`src/rtl/icache_fill_unit.sv`:
```
// Icache miss-handling stage: one outstanding block read, one-cycle fill pulse, flush draining.
// Optional macro ICACHE_FILL_TIMEOUT_EN adds a WAIT timeout with re-request and sticky timeout_err.
module icache_fill_unit #(
    parameter int unsigned ADDR_WIDTH         = 32,
    parameter int unsigned BLOCK_OFFSET_WIDTH = 3,
    parameter int unsigned BLOCK_DATA_WIDTH   = 64,
    parameter int unsigned INDEX_WIDTH        = 6,
    parameter int unsigned TIMEOUT_CYCLES     = 64
) (
    input  logic                                             clk,
    input  logic                                             rst,
    input  logic                                             miss_valid,
    input  logic [ADDR_WIDTH-1:0]                            miss_addr,
    input  logic                                             miss_victim_way,
    output logic                                             miss_ready,
    input  logic                                             flush,
    output logic                                             mem_req_valid,
    input  logic                                             mem_req_ready,
    output logic [ADDR_WIDTH-BLOCK_OFFSET_WIDTH-1:0]         mem_req_block_addr,
    input  logic                                             mem_resp_valid,
    input  logic [ADDR_WIDTH-BLOCK_OFFSET_WIDTH-1:0]         mem_resp_block_addr,
    input  logic [BLOCK_DATA_WIDTH-1:0]                      mem_resp_data,
    output logic                                             fill_valid,
    output logic                                             fill_way,
    output logic [INDEX_WIDTH-1:0]                           fill_index,
    output logic [ADDR_WIDTH-BLOCK_OFFSET_WIDTH-INDEX_WIDTH-1:0] fill_tag,
    output logic [BLOCK_DATA_WIDTH-1:0]                      fill_data,
`ifdef ICACHE_FILL_TIMEOUT_EN
    output logic                                             timeout_err,
`endif
    output logic                                             busy
);

    localparam int unsigned BLK_W = ADDR_WIDTH - BLOCK_OFFSET_WIDTH;

    if (BLOCK_DATA_WIDTH != (8 << BLOCK_OFFSET_WIDTH)) begin : g_bad_data_width
        $error("BLOCK_DATA_WIDTH must equal 8 << BLOCK_OFFSET_WIDTH");
    end
    if (TIMEOUT_CYCLES == 0) begin : g_bad_timeout
        $error("TIMEOUT_CYCLES must be nonzero");
    end

    typedef enum logic [2:0] {StIdle, StReq, StWait, StFill, StDrain} state_e;

    state_e                      state_q, state_d;
    logic [BLK_W-1:0]            blk_q, blk_d;
    logic                        way_q, way_d;
    logic [BLOCK_DATA_WIDTH-1:0] data_q, data_d;
    logic                        resp_match;

    // Byte offset only selects within the block; the whole block is always fetched.
    logic unused_offset;
    assign unused_offset = ^miss_addr[BLOCK_OFFSET_WIDTH-1:0];

    assign resp_match = mem_resp_valid && (mem_resp_block_addr == blk_q);

`ifdef ICACHE_FILL_TIMEOUT_EN
    localparam int unsigned CNT_W = (TIMEOUT_CYCLES > 1) ? $clog2(TIMEOUT_CYCLES) : 1;

    logic [CNT_W-1:0] cnt_q, cnt_d;
    logic             terr_q, terr_d;
    logic             timeout_hit;

    assign timeout_hit = (cnt_q == CNT_W'(TIMEOUT_CYCLES - 1));
    assign timeout_err = terr_q;
`endif

    always_ff @(posedge clk or posedge rst) begin
        if (rst) begin
            state_q <= StIdle;
            blk_q   <= '0;
            way_q   <= 1'b0;
            data_q  <= '0;
`ifdef ICACHE_FILL_TIMEOUT_EN
            cnt_q   <= '0;
            terr_q  <= 1'b0;
`endif
        end else begin
            state_q <= state_d;
            blk_q   <= blk_d;
            way_q   <= way_d;
            data_q  <= data_d;
`ifdef ICACHE_FILL_TIMEOUT_EN
            cnt_q   <= cnt_d;
            terr_q  <= terr_d;
`endif
        end
    end

    always_comb begin
        state_d = state_q;
        blk_d   = blk_q;
        way_d   = way_q;
        data_d  = data_q;
`ifdef ICACHE_FILL_TIMEOUT_EN
        // Counter is zero everywhere except while waiting, so entering WAIT starts from zero.
        cnt_d   = '0;
        terr_d  = terr_q;
`endif
        unique case (state_q)
            StIdle: begin
                if (miss_valid && !flush) begin
                    blk_d   = miss_addr[ADDR_WIDTH-1:BLOCK_OFFSET_WIDTH];
                    way_d   = miss_victim_way;
                    state_d = StReq;
                end
            end
            StReq: begin
                // A flush on the handshake cycle still leaves a response to be drained.
                if (mem_req_ready) begin
                    state_d = flush ? StDrain : StWait;
                end else if (flush) begin
                    state_d = StIdle;
                end
            end
            StWait: begin
                if (resp_match) begin
                    data_d  = mem_resp_data;
                    state_d = flush ? StIdle : StFill;
                end else if (flush) begin
                    state_d = StDrain;
`ifdef ICACHE_FILL_TIMEOUT_EN
                end else if (timeout_hit) begin
                    state_d = StReq;
                    terr_d  = 1'b1;
                end else begin
                    cnt_d = cnt_q + CNT_W'(1);
`endif
                end
            end
            StFill: begin
                state_d = StIdle;
            end
            StDrain: begin
                if (resp_match) begin
                    state_d = StIdle;
                end
            end
            default: begin
                state_d = StIdle;
            end
        endcase
    end

    always_comb begin
        miss_ready         = (state_q == StIdle);
        busy               = (state_q != StIdle);
        mem_req_valid      = (state_q == StReq);
        mem_req_block_addr = '0;
        fill_valid         = (state_q == StFill);
        fill_way           = 1'b0;
        fill_index         = '0;
        fill_tag           = '0;
        fill_data          = '0;
        if (state_q == StReq) begin
            mem_req_block_addr = blk_q;
        end
        if (state_q == StFill) begin
            fill_way   = way_q;
            fill_index = blk_q[INDEX_WIDTH-1:0];
            fill_tag   = blk_q[BLK_W-1:INDEX_WIDTH];
            fill_data  = data_q;
        end
    end

endmodule

```
`config.mk`:
```
export PLATFORM = sky130hd
export DESIGN_NAME = icache_fill_unit
export DESIGN_NICKNAME = d
export VERILOG_FILES = /design/src/rtl/icache_fill_unit.sv
export SDC_FILE = /design/constraint.sdc
export NUM_CORES = 1
export LEC_CHECK = 0
export ABC_AREA = 1
export CAP_MARGIN = 20
export CORE_ASPECT_RATIO = 0.6
export CORE_MARGIN = 2
export CORE_UTILIZATION = 44
export DETAILED_ROUTE_END_ITERATION = 7
export GPL_TIMING_DRIVEN = 0
export PLACE_DENSITY = 0.94
export SLEW_MARGIN = 20
export SYNTH_ARGS = -nofsm -noshare
export SYNTH_HDL_FRONTEND = slang
export SYNTH_SLANG_ARGS = --single-unit
```
`constraint.sdc`:
```
create_clock -name clk -period 5.6 [get_ports clk]
set_input_delay 1.12 -clock clk [delete_from_list [all_inputs] [get_ports clk]]
set_output_delay 1.12 -clock clk [all_outputs]
set_load 0.02 [all_outputs]
```
# Word level (Yosys, flattened, before mapping)
# Cells that the tools add are included.
[word_totals]
output_inout_bits = 127
word_cells = 35
ff_bits = 97
[classes]
n_mux = 14
n_reduce_logical = 8
n_eq_ne = 9
[ops]
columns = ["cell", "count"]
rows = [
  ["$mux W64", 1],
  ["$eq A29 B29 Y1", 1],
  ["$mux W29", 1],
  ["$mux W23", 1],
  ["$mux W3", 7],
  ["$pmux W3 S4", 1],
  ["$eq A3 B2 Y1 const B", 2],
  ["$mux W6", 1],
  ["$reduce_and A2 Y1", 2],
  ["$reduce_and A4 Y1", 1],
  ["$eq A3 B1 Y1 const B", 1],
  ["$eq A3 B3 Y1 const B", 1],
  ["$logic_not A3 Y1", 1],
  ["$ne A3 B2 Y1 const B", 1],
  ["$ne A3 B3 Y1 const B", 1],
  ["$reduce_bool A3 Y1", 1],
  ["$logic_and A1 B1 Y1", 2],
  ["$mux W2", 1],
  ["$ne A2 B1 Y1 const B", 1],
  ["$ne A2 B2 Y1 const B", 1],
  ["$logic_not A1 Y1", 1],
  ["$mux W1", 1],
]

# Longest topological paths before layout
[depth]
word_depth = 4
mapped_depth = 13
ltp_nobuf = 12

# Worst setup path after synthesis
# OpenSTA, ideal clock, no wires.
[synth_path]
path_kind = "register -> output"
startpoint = "register state_q[2]"
endpoint = "output fill_data[10]"
n_path_buf = 2
required_ns = 4.480
arrival_ns = 1.845
path_slack_ns = 2.635
stages_incl_launch_ff = 6
path_cell_list = "dfrtp_1 > nor3_1 > inv_1 > clkbuf_1 > clkbuf_1 > nor2_1"
[synth_between]
elab_chain_len = 2
[synth_lines]
columns = ["element", "line_no", "rtl"]
rows = [
  ["from (decl)", "45", "state_e state_q, state_d;"],
  ["from (signal assigned)", "70", "state_q <= StIdle;"],
  ["from (signal assigned)", "79", "state_q <= state_d;"],
  ["$eq A3 B2 Y1", "--", ""],
  ["via fill_valid", "23", "output logic fill_valid,"],
  ["$mux W64", "158", "if (state_q == StFill) begin"],
  ["to (decl)", "27", "output logic [BLOCK_DATA_WIDTH-1:0] fill_data,"],
]
# The timed path passes the listed nets, and every way through them passes these cells.

# Worst setup path in the final report
[layout_path]
startpoint = "register state_q[1]"
endpoint = "output fill_data[21]"
[layout_between]
elab_chain_len = 2
[layout_lines]
columns = ["element", "line_no"]
rows = [
  ["$eq A3 B2 Y1", "158"],
  ["$mux W64", "158"],
]
# No other way between the ends.

==> results.md <==
* Critical path data arrival time at 2680 ps
* GRT Overall Usage at 24.99%
* Largest net degree at the start of global routing at 60
* CTS max path bufs at 2
* Max-Slew Margin vs Limit at 53.63%
* Layout cell share with drive strength beyond 1 at 11.19%
* Slowest-stage cell, CP: clkdlybuf4s50_1
* Worst-path clk slew at 70 ps
* First-pass GRT wire length at 24720 um
* Global placement routability congestion at 0.8585
* Avg WL per Cell at 14.11 um
* #FFs+latches synth at 97
* Area Overhead vs Synth at 59.11%
* CP startpoint kind: flip-flop
* Cells along the critical path: inv_1 -> nor3_1 -> inv_1 -> clkbuf_1 -> clkbuf_1 -> nor2_1 -> clkdlybuf4s50_1
* Tcrit/Tclk final at 67.82%
* Synth warn at 0
* Internal power contribution at 1.664 mW
* Crit Path Class: reg -> out
* Netlist cell types at 18
* Die Height at 87.98 um
* Io pins at 259
* # setup viols final at 0
* Outcome: finished, final reports clean
* Power density over the cells at 336.5 nW/um^2
* ANT nets after route at 0
* Worst-Margin Slew at 695.6 ps
* Setup WS post-layout at 1802 ps
* ANT cells at 0
* CP required at 4480 ps
* Sequential cell area at 2427 sq um
* Slew Viols, Final at 0
* Post-CTS setup buffer count at 0
* Clk_skew at 7.571 ps
* Fmax at 0.2633 GHz
* Final wirelength at 16130 um
* Placed wire-length estimate at 12670 um
* Sw frac at 39.91%
* Initial antenna violation count at 0
* # clock sinks at 97
* Mapped Cells at 711
* Die width at 144.0 um
* Worst-Skew Late Latency at 330 ps
* Hold-fix buffers, CTS at 0
* Crit Path Max Fanout at 10
* CORE AREA at 11370 sq um
* Post-route DRC at 0
* Clk network pwr share at 20.8%
* TNS Setup at 0 ps
* Nets@finish at 1110
* Fill count at 897
* Cell row count at 30
* Max Cap Viol at 0
* Maximum vdd drop at 233.8 uV
* Post-cts sizing count at 0
* Grt ovf at 0
* Worst hold-check path type: reg -> reg
* Netlist Area Pre-Place at 5171 sq um
* Syn nets at 843
* Fin. Hold Viols at 0
* CTS tree: built
* Root Driver: clkbuf_16
* Max stage delay on crit path at 560 ps
* TritonCTS Buffers at 9
* Unrepaired setup endpoints after global routing: no
* Via count at 5358
* Die ar. at 12660 sq um
* PortBufs at 255
* Dpl cells at 1127
* NetSw at 1.105 mW
* Vias in the first global route at 5111
* Sequential fraction of the synthesis area at 46.94%
* CP endpoint kind: output pin
* Initial core utilization at 45.47%
* Crit path time final at 3798 ps
* Starting DRT DRC Count at 219
* Logic gate share of total power at 46.9%
* CTS H-tree lvls at 3
* Area of the multi-input gates at 2037 sq um
* Pre-CTS WS at 2191 ps
* Leak Pwr at 4.237 nW
* Fin cells at 1143
* Via density per instance at 4.688
* Total iterations of the first detailed-routing run at 4
* Flop pwr share at 32.3%
* Syn Area/Cell at 7.273 sq um
[registers in the layout, indices dropped and copies added (netlist names)]
| signal | cells |
|---|---|
| blk_q | 29 |
| data_q | 64 |
| state_q | 3 |
| way_q | 1 |
[per-layer routing]
metal / wire (um) / global-route usage (%) / up-vias
met1: 7146 / 33.85 / 2528
met3: 1404 / 7.162 / 14
met2: 7420 / 40.39 / 184
met4: 156 / 5.526 / 0
met5: 0 / 0 / -
li1: - / - / 2632
[metrics by stage]
step	power (mW)	hold WS, ps	instance area (sq um)	utilization (%)
finish	2.769	509.8	8228	72.34
global route	2.931	524.2	8228	72.34
CTS	2.778	515.3	8228	72.34
detailed placement	2.196	498.5	7956	69.96
global placement	2.159	490.2	7924	69.67
floorplan	1.590	480.1	5171	-
[power groups by stage]
stage	registers (mW)	clock network (mW)	logic [mW]
after floorplan	0.891	0	0.698
after detailed placement	0.906	0	1.29
final	0.894	0.577	1.30
after global routing	0.908	0.617	1.41
after global placement	0.897	0	1.26
after CTS	0.893	0.588	1.30
[cells in the mapped netlist, drive strengths merged]
library cell / number / area, sq um
a21oi: 94 / 673.1
buf: 17 / 155.1
clkbuf: 16 / 60.06
dfrtp: 97 / 2427
inv: 131 / 491.7
nand2: 100 / 377.9
nand3: 5 / 25.02
nand4: 1 / 6.260
nor2: 243 / 919.6
nor3: 2 / 10.01
o21ai: 5 / 25.02
[worst max-delay path, delay by kind of cell (launching register included)]
family                 cells  cell delay, ps
buffers and inverters      5            1760
flip-flops                 1             410
AND/OR/NAND/NOR            2             190
[placed cells by master, fill, tap and decap left out, drive strengths merged]
cell type and instances:
clkdlybuf4s50 255, nor2 243, inv 133, nand2 100
dfrtp 97, a21oi 94, clkbuf 26, buf 18
nand3 5, o21ai 5, nor3 2, clkinv 2
clkinvlp 2, nand4 1
[logic make-up (layout without fill, tap and decap cells)]
| group | Yosys count | in the layout | synth area share [%] |
|---|---|---|---|
| DFF | 97 | 97 | 46.94 |
| and+or+nand+nor | 351 | 351 | 25.89 |
| buffers and inverters | 164 | 436 | 13.67 |
| AOI/OAI and AO/OA | 99 | 99 | 13.50 |
[final timing paths]
kind	from	slack (ps)	endpoint	cells past startpoint
max	state_q[1]$_DFFE_PP0P_	1800	fill_data[21]	7
min	data_q[39]$_DFFE_PP0P_	510	data_q[39]$_DFFE_PP0P_	2
max reg2reg	blk_q[6]$_DFFE_PP0P_	3680	data_q[2]$_DFFE_PP0P_	12
min reg2reg	data_q[39]$_DFFE_PP0P_	510	data_q[39]$_DFFE_PP0P_	2
max in group asynchronous	rst	3790	blk_q[11]$_DFFE_PP0P_	3
min in group asynchronous	rst	1200	data_q[33]$_DFFE_PP0P_	2
[layout make-up]
type                    count  area share (%)
clock inverters             6          0.5170
inverters                 131           6.037
clock buffers              10           2.783
well taps                 160           2.433
plain buffers              33           2.616
flip-flops and latches     97           29.50
multi-input cells         450           24.76
repair buffers            256           31.36
Note: power is estimated with default switching activity, not from simulation.
